[src/rtl/ula_raster_gen.sv]
// rtl/ula_raster_gen.sv - programmable ZX-style raster/timing generator with per-profile timing registers
// Optional line interrupt (lint_en, lint_line, nLINT) is built when ULA_RASTER_LINE_INT_EN is defined.
module ula_raster_gen #(
    parameter int HC_W    = 9,
    parameter int VC_W    = 9,
    parameter int NPROF   = 4,
    parameter int FLASH_W = 5,
    localparam int PW     = $clog2(NPROF),
    localparam int CW     = (HC_W > VC_W) ? HC_W : VC_W
) (
    input  logic               clk_sys,
    input  logic               nRESET,
    input  logic               ce_pix,
    input  logic [PW-1:0]      prof_sel,
    input  logic               cfg_wr,
    input  logic [PW-1:0]      cfg_prof,
    input  logic [3:0]         cfg_field,
    input  logic [CW-1:0]      cfg_data,
    output logic [HC_W-1:0]    hc,
    output logic [VC_W-1:0]    vc,
    output logic               Border,
    output logic               HBlank,
    output logic               HSync,
    output logic               VSync,
    output logic               nINT,
    output logic [FLASH_W-1:0] FlashCnt,
    output logic               frame_start,
    output logic [PW-1:0]      active_prof
`ifdef ULA_RASTER_LINE_INT_EN
    ,
    input  logic               lint_en,
    input  logic [VC_W-1:0]    lint_line,
    output logic               nLINT
`endif
);

    localparam int F_HTOTAL  = 0;
    localparam int F_VTOTAL  = 1;
    localparam int F_HBL_S   = 2;
    localparam int F_HBL_E   = 3;
    localparam int F_HS_S    = 4;
    localparam int F_HS_E    = 5;
    localparam int F_VS_S    = 6;
    localparam int F_VS_E    = 7;
    localparam int F_INT_V   = 8;
    localparam int F_INT_H   = 9;
    localparam int F_INT_LEN = 10;
    localparam int NFIELD    = 11;

    localparam logic [HC_W-1:0]    H_ONE = HC_W'(1);
    localparam logic [VC_W-1:0]    V_ONE = VC_W'(1);
    localparam logic [CW-1:0]      C_ONE = CW'(1);
    localparam logic [FLASH_W-1:0] F_ONE = FLASH_W'(1);

    // Power-on timing for P0 ZX48, P1 ZX128, P2 Pentagon; higher profiles mirror ZX48.
    function automatic logic [CW-1:0] dflt(input int p, input int f);
        int v;
        case (f)
            F_HTOTAL:  v = (p == 1) ? 456 : 448;
            F_VTOTAL:  v = (p == 1) ? 311 : (p == 2) ? 320 : 312;
            F_HBL_S:   v = 312;
            F_HBL_E:   v = (p == 1) ? 424 : (p == 2) ? 420 : 416;
            F_HS_S:    v = (p == 1) ? 340 : (p == 2) ? 338 : 336;
            F_HS_E:    v = (p == 1) ? 372 : (p == 2) ? 370 : 368;
            F_VS_S:    v = (p == 2) ? 248 : 240;
            F_VS_E:    v = (p == 2) ? 256 : 244;
            F_INT_V:   v = (p == 1) ? 248 : (p == 2) ? 239 : 248;
            F_INT_H:   v = (p == 1) ? 8 : (p == 2) ? 324 : 4;
            F_INT_LEN: v = (p == 1) ? 72 : 64;
            default:   v = 0;
        endcase
        return CW'(v);
    endfunction

    // End has priority so a window with start==end never opens.
    function automatic logic win(input logic cur, input logic hit_s, input logic hit_e);
        return hit_e ? 1'b0 : (hit_s ? 1'b1 : cur);
    endfunction

    logic [CW-1:0] prof_r [NPROF][NFIELD];
    logic [CW-1:0] int_cnt;

    always_ff @(posedge clk_sys or negedge nRESET) begin
        if (!nRESET) begin
            for (int p = 0; p < NPROF; p++)
                for (int f = 0; f < NFIELD; f++)
                    prof_r[p][f] <= dflt(p, f);
        end else if (cfg_wr && cfg_field <= 4'd10 && 32'(cfg_prof) < NPROF) begin
            prof_r[cfg_prof][cfg_field] <= cfg_data;
        end
    end

    logic [HC_W-1:0] htot_m1, hc_nx;
    logic [VC_W-1:0] vtot_m1, vc_nx;
    logic            h_wrap, v_wrap, f_wrap;
    logic            int_hit;
    logic [CW-1:0]   int_len;

    always_comb begin
        htot_m1 = prof_r[active_prof][F_HTOTAL][HC_W-1:0] - H_ONE;
        vtot_m1 = prof_r[active_prof][F_VTOTAL][VC_W-1:0] - V_ONE;
        h_wrap  = (hc >= htot_m1);
        v_wrap  = (vc >= vtot_m1);
        f_wrap  = h_wrap && v_wrap;
        hc_nx   = h_wrap ? '0 : hc + H_ONE;
        vc_nx   = vc;
        if (h_wrap)
            vc_nx = v_wrap ? '0 : vc + V_ONE;
        int_len = prof_r[active_prof][F_INT_LEN];
        int_hit = (vc_nx == prof_r[active_prof][F_INT_V][VC_W-1:0]) &&
                  (hc_nx == prof_r[active_prof][F_INT_H][HC_W-1:0]);
    end

    always_ff @(posedge clk_sys or negedge nRESET) begin
        if (!nRESET) begin
            hc          <= '0;
            vc          <= '0;
            Border      <= 1'b0;
            HBlank      <= 1'b0;
            HSync       <= 1'b0;
            VSync       <= 1'b0;
            nINT        <= 1'b1;
            int_cnt     <= '0;
            FlashCnt    <= '0;
            frame_start <= 1'b0;
            active_prof <= '0;
        end else begin
            frame_start <= 1'b0;
            if (ce_pix) begin
                hc     <= hc_nx;
                vc     <= vc_nx;
                Border <= (32'(vc_nx) >= 192) || (32'(hc_nx) >= 256);
                HBlank <= win(HBlank, hc_nx == prof_r[active_prof][F_HBL_S][HC_W-1:0],
                                      hc_nx == prof_r[active_prof][F_HBL_E][HC_W-1:0]);
                HSync  <= win(HSync,  hc_nx == prof_r[active_prof][F_HS_S][HC_W-1:0],
                                      hc_nx == prof_r[active_prof][F_HS_E][HC_W-1:0]);
                VSync  <= win(VSync,  vc_nx == prof_r[active_prof][F_VS_S][VC_W-1:0],
                                      vc_nx == prof_r[active_prof][F_VS_E][VC_W-1:0]);
                if (f_wrap) begin
                    FlashCnt    <= FlashCnt + F_ONE;
                    active_prof <= (32'(prof_sel) < NPROF) ? prof_sel : '0;
                    frame_start <= 1'b1;
                end
                // While low, matches are ignored: the pulse is never retriggered or stretched.
                if (!nINT) begin
                    if (int_cnt <= C_ONE) begin
                        int_cnt <= '0;
                        nINT    <= 1'b1;
                    end else begin
                        int_cnt <= int_cnt - C_ONE;
                    end
                end else if (int_hit && int_len != '0) begin
                    nINT    <= 1'b0;
                    int_cnt <= int_len;
                end
            end
        end
    end

`ifdef ULA_RASTER_LINE_INT_EN
    // Sampled only at the line wrap, so mid-line lint_line changes wait for the next line.
    always_ff @(posedge clk_sys or negedge nRESET) begin
        if (!nRESET)
            nLINT <= 1'b1;
        else if (ce_pix && h_wrap)
            nLINT <= !(lint_en && vc_nx == lint_line);
    end
`endif

endmodule
[config.mk]
export PLATFORM = sky130hd
export DESIGN_NAME = ula_raster_gen
export DESIGN_NICKNAME = d
export VERILOG_FILES = /design/src/rtl/ula_raster_gen.sv
export SDC_FILE = /design/constraint.sdc
export NUM_CORES = 1
export LEC_CHECK = 0
export BUFFER_PORTS_ARGS = -buffer_cell sky130_fd_sc_hd__buf_4
export CORE_MARGIN = 5
export CORE_UTILIZATION = 45
export CTS_CLUSTER_SIZE = 16
export DETAILED_ROUTE_END_ITERATION = 10
export SLEW_MARGIN = 20
export SYNTH_ARGS = -nofsm -noshare
export SYNTH_HDL_FRONTEND = slang
export SYNTH_SLANG_ARGS = --single-unit
[constraint.sdc]
create_clock -name clk_sys -period 9.5 [get_ports clk_sys]
set_clock_uncertainty 0.1 [all_clocks]
set_input_delay 2.375 -clock clk_sys [delete_from_list [all_inputs] [get_ports clk_sys]]
set_output_delay 2.375 -clock clk_sys [all_outputs]
set_load 0.05 [all_outputs]
==> flow_metrics.tcl <==
set metrics [dict create \
    place_area_um2 22500 \
    arrival_ns 7.18 \
    io_buffer_count 51 \
    syn_to_final_growth_pct 11.9 \
    timing.critical_path.slowest_stage_cell "or4_1" \
    final_cell_area_um2 24100 \
    slowest_delay_ns 0.70 \
    clkSlewWorstSetupHoldPaths_ns 0.06 \
    insertedDiodeCount 0 \
    dpl.hpwl_um 34600 \
    synthArstFlopShare_pct 100 \
    clock_latency_ns 0.59 \
    cts_setup_buffers 0 \
    synth_cells 1535 \
    yosysUniqueCellTypes 67 \
    overflow 0 \
    fin_setup_tns_ns 0 \
    end_kind "flop" \
    pwr-share-clk_pct 28.2 \
    max_slew_margin_pct 36.2 \
    fill_cells 4082 \
    grt_max_degree 130 \
    grt_pass1_vias 13700 \
    fin_ws_ns 2.67 \
    drt-initial-drc-count 852 \
    antenna_found_initial 1 \
    drive_gt1_share_pct 50.0 \
    outcome "complete, no violations" \
    initial_core_util_pct 45.3 \
    hold_buffers 0 \
    power.share.sequential_pct 36.3 \
    synth.avg_cell_area_um2 14.0 \
    cts_resized 0 \
    switching_power_uw 2350 \
    worstSetupStartpointType "flop" \
    pin_count 52 \
    synth_edf_count 0 \
    cts_inserted_buffers 48 \
    grt_pass1_wl_um 84200 \
    synth_nets 1581 \
    rows 80 \
    first_pass_iters 7 \
    htree_levels 2 \
    dr_wl_met3_um 2000 \
    cts_buffer_depth 3 \
    fmax_ghz 0.146 \
    switching_share_pct 35.2 \
    drv_slew 0 \
    synth-seq-cells 436 \
    crit_fanout 36 \
    leakage_uw 0.0104 \
    critPathBufInv 2 \
    layout_min_cycle_time_ns 6.83 \
    hold_violations 0 \
    finalSetupViolCount 0 \
    dieArea_um2 52300 \
    viasPerCell 5.86 \
    drt_wl_total_um 53900 \
    wl_met2_um 26200 \
    yosysSeqAreaShare_pct 51.6 \
    drc 0 \
    power_density_nw_per_um2 277 \
    core_um2 47500 \
    cp_data_required_time_ns 9.85 \
    nets 1618 \
    fin_crit_sh_pct 71.9 \
    path_cells "buf_16 -> buf_4 -> mux4_2 -> or3_1 -> nor3_1 -> xnor2_1 -> ha_1 -> and4_1 -> nor3b_2 -> a311o_1 -> nor2_1 -> a22oi_1 -> xnor2_1 -> or4_1 -> or2_1 -> a311o_1" \
    vdd_drop_max_uv 170 \
    die_h_um 229 \
    cts_root_buffer "clkbuf_16" \
    dr_total_vias 13100 \
    final_util_pct 50.7 \
    syn_area_um2 21500 \
    place_ws_ns 2.42 \
    synth-main-ff-cell "dfrtp_1" \
    worstHoldPathType "flop to flop" \
    p_comb_share_pct 35.5 \
    top_layer_used "met4" \
    wl_per_cell_um 24.2 \
    synth_warnings 0 \
    track_usage_pct 20.5 \
    die_x_um 229 \
    rsz0062_at_grt "false" \
    crit_type "flop to flop" \
    cts_tree "done" \
    cts.sinks 436 \
    antenna_left 0 \
    crit_family "simple AND/OR/NAND/NOR gates" \
    place.gp.congestion 0.858 \
    max_cap_violations 0 \
    worstMarginPinSlew_ns 0.952 \
    wl_met1_um 24300 \
    p_int_uw 4320 \
]
==> synth_stat cells (3+ instances only) <==
library cell / number / area, um2
o2bb2ai_1: 4 / 35.0
o32ai_1: 3 / 26.3
a31oi_1: 6 / 37.5
xor2_1: 32 / 280
a311oi_1: 3 / 26.3
o22ai_1: 5 / 31.3
a41oi_1: 5 / 43.8
dfstp_2: 158 / 4150
buf_2: 14 / 70.1
a21oi_1: 27 / 135
nor4b_1: 5 / 43.8
nand4b_1: 3 / 26.3
ha_1: 25 / 313
and2_1: 3 / 18.8
or3_1: 4 / 25.0
xnor2_1: 48 / 420
nand2_1: 98 / 368
nand4_1: 11 / 68.8
a311o_1: 6 / 60.1
nand3_1: 18 / 90.1
a22oi_1: 3 / 22.5
clkbuf_1: 58 / 218
mux4_2: 99 / 2230
dfrtp_1: 278 / 6960
o21ai_1: 4 / 20.0
a32oi_1: 3 / 26.3
o21ai_0: 20 / 100
mux2i_1: 3 / 30.0
a211oi_1: 3 / 22.5
o22a_1: 6 / 52.6
inv_1: 17 / 63.8
nor3_1: 25 / 125
nor2b_1: 9 / 56.3
o31ai_1: 4 / 30.0
o211ai_1: 4 / 30.0
and3_1: 4 / 25.0
nor2_1: 56 / 210
mux2_2: 403 / 4540
nor4_1: 12 / 75.1
buf_4: 4 / 30.0
buf_6: 3 / 33.8
nand2b_1: 4 / 25.0
==> worst reg2reg max path: stages (launching register included) <==
cell and delay (ns):
dfrtp_4 0.62, buf_16 0.34, buf_4 0.55, mux4_2 0.62, or3_1 0.43, nor3_1 0.19
xnor2_1 0.11, ha_1 0.31, and4_1 0.27, nor3b_2 0.27, a311o_1 0.48, nor2_1 0.21
a22oi_1 0.50, xnor2_1 0.21, or4_1 0.70, or2_1 0.39, a311o_1 0.39
==> through the flow <==
| stage | std cells | hold slack (ns) | total power, uW |
|---|---|---|---|
| after floorplan | 1535 | 0.374 | 4130 |
| after global placement | 2136 | 0.365 | 4750 |
| after detailed placement | 2136 | 0.364 | 4800 |
| after CTS | 2225 | 0.376 | 6710 |
| after global routing | 2226 | 0.395 | 7020 |
| final | 2226 | 0.368 | 6670 |
==> state kept, by name, indices dropped and copies added (netlist names) <==
name,flops
prof_r,396
int_cnt,9
frame_start,1
VSync,1
active_prof,2
hc,9
HSync,1
HBlank,1
vc,9
nINT,1
FlashCnt,5
Border,1
==> power by group through the flow <==
stage	logic (uW)	clock network [uW]	registers [uW]
floorplan	1700	0	2440
CTS	2330	1930	2460
finish	2370	1880	2420
detailed placement	2310	0	2490
global placement	2270	0	2480
global route	2570	2000	2450
==> layer usage <==
| layer | GRT usage, % | vias to the layer above |
|---|---|---|
| met4 | 6.05 | 0 |
| met5 | 0 | - |
| met1 | 28.4 | 6911 |
| met2 | 34.0 | 249 |
| li1 | - | 5817 |
| met3 | 3.07 | 78 |
==> worst paths after layout <==
check	from	end	slack, ns	depth (start not counted)
worst max register to register	active_prof[0]$_DFFE_PN0P_	int_cnt[0]$_DFFE_PN0P_	2.67	16
worst min-delay path	FlashCnt[4]$_DFFE_PN0P_	FlashCnt[4]$_DFFE_PN0P_	0.37	1
worst min register to register	FlashCnt[4]$_DFFE_PN0P_	FlashCnt[4]$_DFFE_PN0P_	0.37	1
worst max-delay path	active_prof[0]$_DFFE_PN0P_	int_cnt[0]$_DFFE_PN0P_	2.67	16
min in group asynchronous	nRESET	prof_r[300]$_DFFE_PN0P_	1.74	1
max in group asynchronous	nRESET	active_prof[1]$_DFFE_PN0P_	6.06	2
==> layout by cell type (no fill, tap or decap), types with 5 or more instances in the layout <==
master and instances:
inv_1 17, o22ai_1 5, a31oi_1 6, a311o_1 6
o22a_1 6, nor4_1 12, dfstp_2 158, dfrtp_1 276
a21oi_1 27, nand4_1 11, o21ai_0 20, nand2_1 98
xor2_1 32, nand3_1 18, clkbuf_8 9, nor4b_1 5
clkbuf_1 20, nor2_1 56, nor3_1 24, a41oi_1 5
clkbuf_16 49, mux4_2 99, mux2_2 403, xnor2_1 48
nor2b_1 9, buf_4 65, ha_1 25
==> cells by family (layout without fill, tap and decap cells) <==
| group | Yosys count | after routing | synth area share, % |
|---|---|---|---|
| AND/OR/NAND/NOR | 264 | 264 | 5.83 |
| multiplexers | 505 | 505 | 31.6 |
| XOR/XNOR | 83 | 83 | 3.57 |
| flip-flops | 436 | 436 | 51.6 |
| AO/OA/AOI/OAI | 123 | 123 | 3.99 |
| adder cells (fa/ha/maj) | 25 | 25 | 1.45 |
| buffers and inverters | 99 | 175 | 1.98 |
==> final cells by class <==
type / count / area [um2] / area share (%)
clock inverter: 11 / 166 / 0.691
clock buffer: 78 / 1430 / 5.91
inverter: 18 / 67.6 / 0.280
sequential: 436 / 11100 / 46.1
timing repair buffer: 68 / 551 / 2.28
multi-input combinational: 1000 / 10000 / 41.5
tap: 615 / 769 / 3.19
(Power assumes the default switching activity.)
